--- src/rtl/project_switch_ctrl_pkg.sv ---
// Shared types and constants for the project switch sequencer.
package project_switch_pkg;

    localparam int unsigned PROJ_ID_W   = 8;
    localparam int unsigned BUSY_BIT    = 16;
    localparam int unsigned BAD_ID_BIT  = 17;
    localparam int unsigned OVERRUN_BIT = 18;

    typedef enum logic [1:0] {
        IDLE,
        GUARD,
        RESET,
        RELEASE
    } state_t;

endpackage

--- src/rtl/project_switch_ctrl_if.sv ---
// Wishbone slave bus bundle for the project switch control register.
interface project_switch_ctrl_if;

    logic        wbs_stb_i;
    logic        wbs_cyc_i;
    logic        wbs_we_i;
    logic [3:0]  wbs_sel_i;
    logic [31:0] wbs_adr_i;
    logic [31:0] wbs_dat_i;
    logic        wbs_ack_o;
    logic [31:0] wbs_dat_o;

    modport slave (
        input  wbs_stb_i, wbs_cyc_i, wbs_we_i, wbs_sel_i, wbs_adr_i, wbs_dat_i,
        output wbs_ack_o, wbs_dat_o
    );

    modport master (
        output wbs_stb_i, wbs_cyc_i, wbs_we_i, wbs_sel_i, wbs_adr_i, wbs_dat_i,
        input  wbs_ack_o, wbs_dat_o
    );

endinterface

--- src/rtl/project_switch_ctrl_cycle_timer.sv ---
// Loadable 8-bit down-counter; done is high while the count sits at zero.
module cycle_timer #(
    parameter logic [7:0] RESET_VAL = '0
) (
    input  logic       clk,
    input  logic       reset_n,
    input  logic       load,
    input  logic [7:0] load_val,
    output logic       done
);

    logic [7:0] count;

    always_ff @(posedge clk or negedge reset_n) begin
        if (!reset_n) begin
            count <= RESET_VAL;
        end else if (load) begin
            count <= load_val;
        end else if (count != '0) begin
            count <= count - 8'd1;
        end
    end

    assign done = (count == '0);

endmodule

--- src/rtl/project_switch_ctrl.sv ---
// Project switch sequencer: isolates pads, changes the mux select, then holds
// the newly selected project in reset before releasing it.
module project_switch_ctrl
    import project_switch_pkg::*;
#(
    parameter logic [31:0] ADDRESS_CTRL = 32'h3000_0000,
    parameter int unsigned NUM_PROJECTS = 5,
    parameter int unsigned GUARD_CYCLES = 4,
    parameter int unsigned RESET_CYCLES = 8
) (
    input  logic                 clk,
    input  logic                 reset_n,
    project_switch_ctrl_if.slave wb,
    output logic [PROJ_ID_W-1:0] active_project,
    output logic                 io_isolate,
    output logic                 project_reset,
    output logic                 busy
);

    localparam logic [7:0] GUARD_LOAD = 8'(GUARD_CYCLES - 1);
    localparam logic [7:0] RESET_LOAD = 8'(RESET_CYCLES - 1);

    state_t               state;
    logic [PROJ_ID_W-1:0] pending_id;
    logic                 bad_id;
    logic                 overrun;
    logic                 ack_q;
    logic [31:0]          status;

    logic                 valid, addr_hit, wr_req, rd_req, accept;
    logic                 wr_lane, id_ok, start, bad_set, overrun_set, rd_clr;
    logic [PROJ_ID_W-1:0] wr_id;
    logic                 tmr_load, tmr_done;
    logic [7:0]           tmr_val;
    logic                 unused_dat;

    assign valid    = wb.wbs_cyc_i & wb.wbs_stb_i;
    assign addr_hit = (wb.wbs_adr_i == ADDRESS_CTRL);
    assign wr_req   = valid & wb.wbs_we_i & (wb.wbs_sel_i != '0) & addr_hit;
    assign rd_req   = valid & ~wb.wbs_we_i & addr_hit;
    // Blocking acceptance in the cycle after an ack keeps a held request from double-acking.
    assign accept   = (wr_req | rd_req) & ~ack_q;

    assign wr_id       = wb.wbs_dat_i[PROJ_ID_W-1:0];
    assign unused_dat  = ^wb.wbs_dat_i[31:PROJ_ID_W];
    assign id_ok       = 32'(wr_id) < NUM_PROJECTS;
    assign wr_lane     = accept & wr_req & wb.wbs_sel_i[0];
    assign start       = wr_lane & id_ok & (state == IDLE);
    assign bad_set     = wr_lane & ~id_ok;
    assign overrun_set = wr_lane & id_ok & (state != IDLE);
    assign rd_clr      = accept & rd_req;

    always_comb begin
        status                   = '0;
        status[7:0]              = active_project;
        status[15:8]             = pending_id;
        status[BUSY_BIT]         = busy;
        status[BAD_ID_BIT]       = bad_id;
        status[OVERRUN_BIT]      = overrun;
    end

    always_comb begin
        tmr_load = 1'b0;
        tmr_val  = '0;
        if (start) begin
            tmr_load = 1'b1;
            tmr_val  = GUARD_LOAD;
        end else if (state == GUARD && tmr_done) begin
            tmr_load = 1'b1;
            tmr_val  = RESET_LOAD;
        end
    end

    cycle_timer #(
        .RESET_VAL(RESET_LOAD)
    ) u_timer (
        .clk      (clk),
        .reset_n  (reset_n),
        .load     (tmr_load),
        .load_val (tmr_val),
        .done     (tmr_done)
    );

    always_ff @(posedge clk or negedge reset_n) begin
        if (!reset_n) begin
            ack_q      <= 1'b0;
            wb.wbs_dat_o <= '0;
            bad_id     <= 1'b0;
            overrun    <= 1'b0;
            pending_id <= '0;
        end else begin
            ack_q        <= accept;
            wb.wbs_dat_o <= rd_clr ? status : '0;
            if (bad_set)          bad_id <= 1'b1;
            else if (rd_clr)      bad_id <= 1'b0;
            if (overrun_set)      overrun <= 1'b1;
            else if (rd_clr)      overrun <= 1'b0;
            if (start)            pending_id <= wr_id;
        end
    end

    assign wb.wbs_ack_o = ack_q;

    // Select changes on the GUARD->RESET edge, so isolation brackets it on both sides.
    always_ff @(posedge clk or negedge reset_n) begin
        if (!reset_n) begin
            state          <= RESET;
            active_project <= '0;
            io_isolate     <= 1'b1;
            project_reset  <= 1'b1;
            busy           <= 1'b1;
        end else begin
            case (state)
                IDLE: if (start) begin
                    state      <= GUARD;
                    io_isolate <= 1'b1;
                    busy       <= 1'b1;
                end
                GUARD: if (tmr_done) begin
                    state          <= RESET;
                    active_project <= pending_id;
                    project_reset  <= 1'b1;
                end
                RESET: if (tmr_done) begin
                    state         <= RELEASE;
                    project_reset <= 1'b0;
                end
                RELEASE: begin
                    state      <= IDLE;
                    io_isolate <= 1'b0;
                    busy       <= 1'b0;
                end
                default: begin
                    state         <= RESET;
                    io_isolate    <= 1'b1;
                    project_reset <= 1'b1;
                    busy          <= 1'b1;
                end
            endcase
        end
    end

endmodule

--- src/flat_wrapper.sv ---
// flat-port wrapper written by rule: the top's interface ports become plain ports
module project_switch_ctrl_flat import project_switch_pkg::*;
#(
    parameter logic [31:0] ADDRESS_CTRL = 32'h3000_0000,
    parameter int unsigned NUM_PROJECTS = 5,
    parameter int unsigned GUARD_CYCLES = 4,
    parameter int unsigned RESET_CYCLES = 8
)
  (clk, reset_n, active_project, io_isolate, project_reset, busy, wb_wbs_stb_i, wb_wbs_cyc_i, wb_wbs_we_i, wb_wbs_sel_i, wb_wbs_adr_i, wb_wbs_dat_i, wb_wbs_ack_o, wb_wbs_dat_o);
  project_switch_ctrl_if wb_i ();
  input  logic clk;
  input  logic reset_n;
  output logic [PROJ_ID_W-1:0] active_project;
  output logic io_isolate;
  output logic project_reset;
  output logic busy;
  input wire logic [$bits(wb_i.wbs_stb_i)-1:0] wb_wbs_stb_i;
  input wire logic [$bits(wb_i.wbs_cyc_i)-1:0] wb_wbs_cyc_i;
  input wire logic [$bits(wb_i.wbs_we_i)-1:0] wb_wbs_we_i;
  input wire logic [$bits(wb_i.wbs_sel_i)-1:0] wb_wbs_sel_i;
  input wire logic [$bits(wb_i.wbs_adr_i)-1:0] wb_wbs_adr_i;
  input wire logic [$bits(wb_i.wbs_dat_i)-1:0] wb_wbs_dat_i;
  output wire logic [$bits(wb_i.wbs_ack_o)-1:0] wb_wbs_ack_o;
  output wire logic [$bits(wb_i.wbs_dat_o)-1:0] wb_wbs_dat_o;
  assign wb_i.wbs_stb_i = wb_wbs_stb_i;
  assign wb_i.wbs_cyc_i = wb_wbs_cyc_i;
  assign wb_i.wbs_we_i = wb_wbs_we_i;
  assign wb_i.wbs_sel_i = wb_wbs_sel_i;
  assign wb_i.wbs_adr_i = wb_wbs_adr_i;
  assign wb_i.wbs_dat_i = wb_wbs_dat_i;
  assign wb_wbs_ack_o = wb_i.wbs_ack_o;
  assign wb_wbs_dat_o = wb_i.wbs_dat_o;
  project_switch_ctrl #(.ADDRESS_CTRL(ADDRESS_CTRL), .NUM_PROJECTS(NUM_PROJECTS), .GUARD_CYCLES(GUARD_CYCLES), .RESET_CYCLES(RESET_CYCLES)) u_core (.clk(clk), .reset_n(reset_n), .wb(wb_i), .active_project(active_project), .io_isolate(io_isolate), .project_reset(project_reset), .busy(busy));
endmodule
--- config.mk ---
export PLATFORM = sky130hd
export DESIGN_NAME = project_switch_ctrl_flat
export DESIGN_NICKNAME = d
export VERILOG_FILES = /design/src/rtl/project_switch_ctrl_pkg.sv /design/src/rtl/project_switch_ctrl_if.sv /design/src/rtl/project_switch_ctrl_cycle_timer.sv /design/src/rtl/project_switch_ctrl.sv /design/src/flat_wrapper.sv
export SDC_FILE = /design/constraint.sdc
export NUM_CORES = 1
export LEC_CHECK = 0
export CAP_MARGIN = 20
export CORE_UTILIZATION = 40
export DETAILED_ROUTE_END_ITERATION = 7
export PLACE_DENSITY = 0.8
export RECOVER_POWER = 25
export SLEW_MARGIN = 25
export SYNTH_ARGS = -nofsm -noshare
export SYNTH_HDL_FRONTEND = slang
export SYNTH_HIERARCHICAL = 1
export SYNTH_SLANG_ARGS = --single-unit
--- constraint.sdc ---
create_clock -name clk -period 3.3 [get_ports clk]
set_input_delay 0.495 -clock clk [delete_from_list [all_inputs] [get_ports clk]]
set_output_delay 0.495 -clock clk [all_outputs]
set_load 0.05 [all_outputs]
# Word level (Yosys, flattened, before mapping)
# Index checks and enable logic that the tools add are counted.
# W data, S select, Z words.
# op_classes
add_sub_neg	1
multipliers	0
div_mod_pow	0
magnitude_cmp	1
eq_ne	7
shifts	0
mux	19
bitwise	18
n_reduce_logical	15
# ops
op	count
$eq A32 B30 Y1 const B	1
$mux W8	3
$mux W19	1
$and A1 B1 Y1	14
$reduce_bool A2 Y1	6
$logic_not A8 Y1	1
$lt A8 B3 Y1 const B	1
$mux W1	8
$pmux W2 S4	1
$reduce_bool A8 Y1	1
$sub A8 B1 Y8 const B	1
$mux W2	3
$ne A2 B1 Y1 const B	3
$reduce_and A3 Y1	2
$eq A2 B2 Y1 const B	2
$pmux W1 S2	2
$reduce_and A2 Y1	2
$reduce_bool A4 Y1	1
$mux W3	1
$not A1 Y1	3
$eq A2 B1 Y1 const B	1
$logic_not A2 Y1	1
$logic_and A1 B1 Y1	1
$or A1 B1 Y1	1
# word_totals
regBits	63
latchBits	0
ram_bits	0
mem_bits_ro	0
output_inout_bits	44
word_cells	71
n_memories	0

# Longest topological paths before layout
# depth
depth_word	12
mapped_depth	10

# Cells and area by module
# Netlist, hierarchy kept.
# modules_own_cells
mod	instances	cells_each	area_per_inst_um2	seq_area_each_um2
project_switch_ctrl	1	143	1835.5	1054.8
cycle_timer	1	54	480.5	203.9

# Least setup slack after synthesis
# OpenSTA, ideal clock, no wires.
# synth_timing
kind	register -> register
start	register u_core.ack_q, in the netlist u_core/wb.wbs_ack_o
end	register u_core.u_timer.count[4]
setup_time_ns	0.079
t_arrival_ns	2.390
required_ns	3.221
setup_slack_ns	0.831
path_stages_with_launch	9
period_less_slack_ns	2.469
cell_sequence	dfrtp_1 > nor4_1 > nand4_1 > nor4_4 > nand3_4 > nand2_1 > dlygate4sd1_1 > a21oi_1 > a2bb2oi_1
# synth_via
elab_chain_len	8
word_cells_on_any_way	9
classes_between	2 x mux; 6 x bitwise; 1 x reduce/logical
# synth_rtl
element	line	text
start, declared	project_switch_ctrl.sv:27	logic ack_q;
start signal, assigned	project_switch_ctrl.sv:92	ack_q <= accept;
$not A1 Y1 (*)	project_switch_ctrl.sv:42	assign accept = (wr_req | rd_req) & ~ack_q;
$and A1 B1 Y1 (*)	project_switch_ctrl.sv:42	
$and A1 B1 Y1 (*) (2 in series)	project_switch_ctrl.sv:47	assign wr_lane = accept & wr_req & wb.wbs_sel_i[0];
$and A1 B1 Y1 (*) (2 in series)	project_switch_ctrl.sv:48	assign start = wr_lane & id_ok & (state == IDLE);
$mux W1 (*)	project_switch_ctrl.sv:65	if (start) begin
via u_core.tmr_load	project_switch_ctrl.sv:33	logic tmr_load, tmr_done;
$mux W8 / $reduce_bool A2 Y1 (equally long branches)	n/a	
end signal, assigned	project_switch_ctrl_cycle_timer.sv:18	count <= load_val;
end signal, assigned	project_switch_ctrl_cycle_timer.sv:20	count <= count - 8'd1;
end, declared	project_switch_ctrl_cycle_timer.sv:12	logic [7:0] count;
# The timed path passes the listed nets; every way through them passes the cells marked *.
# A chain may end at the register's enable or synchronous reset.

# Final worst setup path
# layout_timing
start	input port wb_wbs_dat_i[7]
end	register u_core.u_timer.count[5]
# layout_via
elab_chain_len	5
word_cells_on_any_way	6
classes_between	1 x order compare; 2 x mux; 2 x bitwise; 1 x reduce/logical
# layout_rtl
element	line	text
start, declared	flat_wrapper.sv:22	input wire logic [$bits(wb_i.wbs_dat_i)-1:0] wb_wbs_dat_i;
$lt A8 B3 Y1 (*)	project_switch_ctrl.sv:46	assign id_ok = 32'(wr_id) < NUM_PROJECTS;
$and A1 B1 Y1 (*) (2 in series)	project_switch_ctrl.sv:48	
$mux W1 (*)	project_switch_ctrl.sv:65	
via u_core.tmr_load	project_switch_ctrl.sv:33	
$mux W8 / $reduce_bool A2 Y1 (equally long branches)	n/a	
# Marked as above.

==> impl_results.md <==
- Die Wd: 78.1 um
- Worst Path Arrival: 2820 ps
- Setup Viol. Count Final: 0
- CP Launch Type: primary input
- Type of the worst setup path: primary input to flip-flop
- Drc violations: 0
- Worst Hold Launch: u_core/pending_id[4]
- Ranking of synthesized cells by area: dfrtp_1 48%, dfstp_2 6.8%, and2_1 6.5%, buf_4 5.2%, mux2_2 3.9%
- Num rows: 27
- Share of cells above drive strength 1: 11.9%
- Violated checks: max-capacitance violations, max-slew violations
- DRT antenna net count: 0
- Synth top area share: 47.5%
- IO Pins: 117
- Vias: 1721
- Worst-Margin Slew: 2520 ps
- Drt first pass iters: 4
- CTS buffer count: 5
- Hold Fails Final Rpt: 0
- Commonest non-fill, non-tap cell in the layout: clkdlybuf4s50_1
- Vias in the first global route: 1769
- Worst r2r path cells: 9
- Worst r2r src: u_core/u_timer/count[0]
- Gpl congestion: 0.815
- Final TNS setup: 0 ps
- PD cells: 527 nW/um^2
- Mean post-synth cell area: 11.8 um^2
- Dpl cells: 350
- Ys async rst share: 100%
- Yosys cell types: 45
- Post-CTS Repair Setup Buffers: 0
- Worst-skew pair later-pin latency: 290 ps
- # H-tree levels: 2
- Area grow syn2layout: 40.5%
- Worst vdd rail ir drop: 310 uV
- #FFs+latches synth: 50
- Grt ovf: 0
- First-pass GRT wire length: 8.29 mm
- 1st-iter DRT viols: 84
- Most frequent cells in the layout: 78 x clkdlybuf4s50_1, 44 x dfrtp_1, 24 x and2_1, 18 x conb_1, 10 x nand2_1
- Fin crit share: 79.7%
- Die area: 6100 um^2
- Post-Syn Instances: 197
- CP endpoint: u_core/u_timer/count[5]
- CORE AREA: 5540 um^2
- Clock skew: 5.44 ps
- Synthesized area: 2320 um^2
- CTS tree: built
- Initial antenna violation count: 0
- Routed vias/inst: 4.81
- Clock Tree Buf Depth: 2
- # diodes: 0
- Top cell type by total area after synthesis: dfrtp_1
- EDFF count, synth: 0
- R2R Path End: u_core/u_timer/count[5]
- # resized after CTS: 0
- Hpwl dp: 3.72 mm
- Run status: finished with violations
- Setup crit end kind: flip-flop
- Max_cap viols: 1
- Leakage power: 1.45 nW
- IO Port Bufs: 79
- Total global routing track utilization: 17.3%
- Largest net degree at the start of global routing: 51
- Headroom to the max-slew limit: -67.7%
- Routed wire per std cell: 13.5 um
- Die extent in y: 78.1 um
- Primary FF master, synth: dfrtp_1
- Final slew viol count: 51
- Final-layout fill cell count: 488
- Min-Delay Path Class: flip-flop to flip-flop
- Hold-fix buffers, CTS: 0
- Crit path max fanout: 9
- Fin Hold WS: 496 ps
- Post-route insts no fill: 358
- Final wirelength: 4.83 mm
- RSZ-0062 raised after global routing: false
- Clk slew on worst S/H paths: 90 ps
- Highest clock rate: 0.380 GHz
- Reg2reg setup slack: 720 ps
- Critical Path Source: wb_wbs_dat_i[7]
- WP data required: 3490 ps
- Tmin final: 2630 ps
- Root Buffer: clkbuf_8
- Post-synthesis sequential area ratio: 54.3%
- Ys Warns: 6
- Clk sink count: 50
- Post-layout nets: 364
- Initial cell density of the core: 41.8%
-- state kept, by name (all words and copies together) (netlist names) --
name                   flops
u_core/wb.wbs_ack_o        1
u_core/u_timer/count       8
u_core/busy                1
u_core/state               2
u_core/project_reset       1
u_core/bad_id              1
u_core/active_project      8
u_core/wb.wbs_dat_o       19
u_core/pending_id          8
u_core/overrun             1
-- synthesized netlist by cell type (all sizes together), types with 4 or more instances --
cell / number
inv: 7
nor2: 9
and2: 24
dfrtp: 44
nor4: 10
ha: 6
buf: 16
mux2: 12
dfstp: 6
a21oi: 5
a31oi: 4
nand2: 10
-- worst max-delay path, cell delays in order --
cell	delay [ps]
clkdlybuf4s50_1	390
or4_1	530
nor2_1	140
and4_1	370
nand3_4	190
nand2_1	240
inv_1	150
a221oi_1	300
-- through the flow --
stage / setup slack [ps] / util (%) / cell area (um^2) / power, mW
floorplan: 831 / - / 2380 / 1.15
global placement: 472 / 56.8 / 3140 / 1.27
detailed placement: 375 / 56.8 / 3150 / 1.30
CTS: 697 / 58.8 / 3260 / 1.72
global route: 321 / 58.7 / 3250 / 1.84
finish: 671 / 58.7 / 3250 / 1.71
-- logic make-up after synthesis --
kind of cell | count (synthesis) | synth area share [%]
AOI/OAI and AO/OA | 27 | 8.27
xor gates and xnor gates | 1 | 0.378
adders and majority gates | 6 | 3.24
buffers and inverters | 25 | 6.92
DFF | 50 | 54.3
muxes | 13 | 6.92
other | 1 | 0.162
and+or+nand+nor | 74 | 19.8
-- per-layer routing --
layer  vias up  global-route usage (%)  wire length (um)
met1       825                    22.5              2200
met3         2                    4.30               191
li1        843                       -                 -
met4         0                    3.52                19
met5         -                       0                 0
met2        51                    29.2              2420
-- power by group --
part	switching, mW	total (mW)	internal (mW)
Clock	0.192	0.418	0.226
Sequential	0.0848	0.792	0.707
Combinational	0.268	0.502	0.234
-- how the worst min path moves through the flow --
stage                                to  cells past startpoint
2_1_floorplan  u_core/active_project[0]                      0
3_3_place_gp    u_core/wb.wbs_dat_o[18]                      1
3_5_place_dp    u_core/wb.wbs_dat_o[17]                      1
4_1_cts        u_core/active_project[6]                      1
5_1_grt         u_core/wb.wbs_dat_o[18]                      1
6_report        u_core/wb.wbs_dat_o[12]                      1
-- cell type report --
class / instances / area (um^2) / share of cell area [%]
flip-flops and latches: 50 / 1260 / 38.7
multi-input cells: 139 / 961 / 29.5
repair buffers: 82 / 807 / 24.8
well taps: 72 / 90.1 / 2.77
clock buffers: 6 / 72.6 / 2.23
clock inverters: 2 / 37.5 / 1.15
inverters: 7 / 26.3 / 0.808
(Power assumes the default switching activity.)
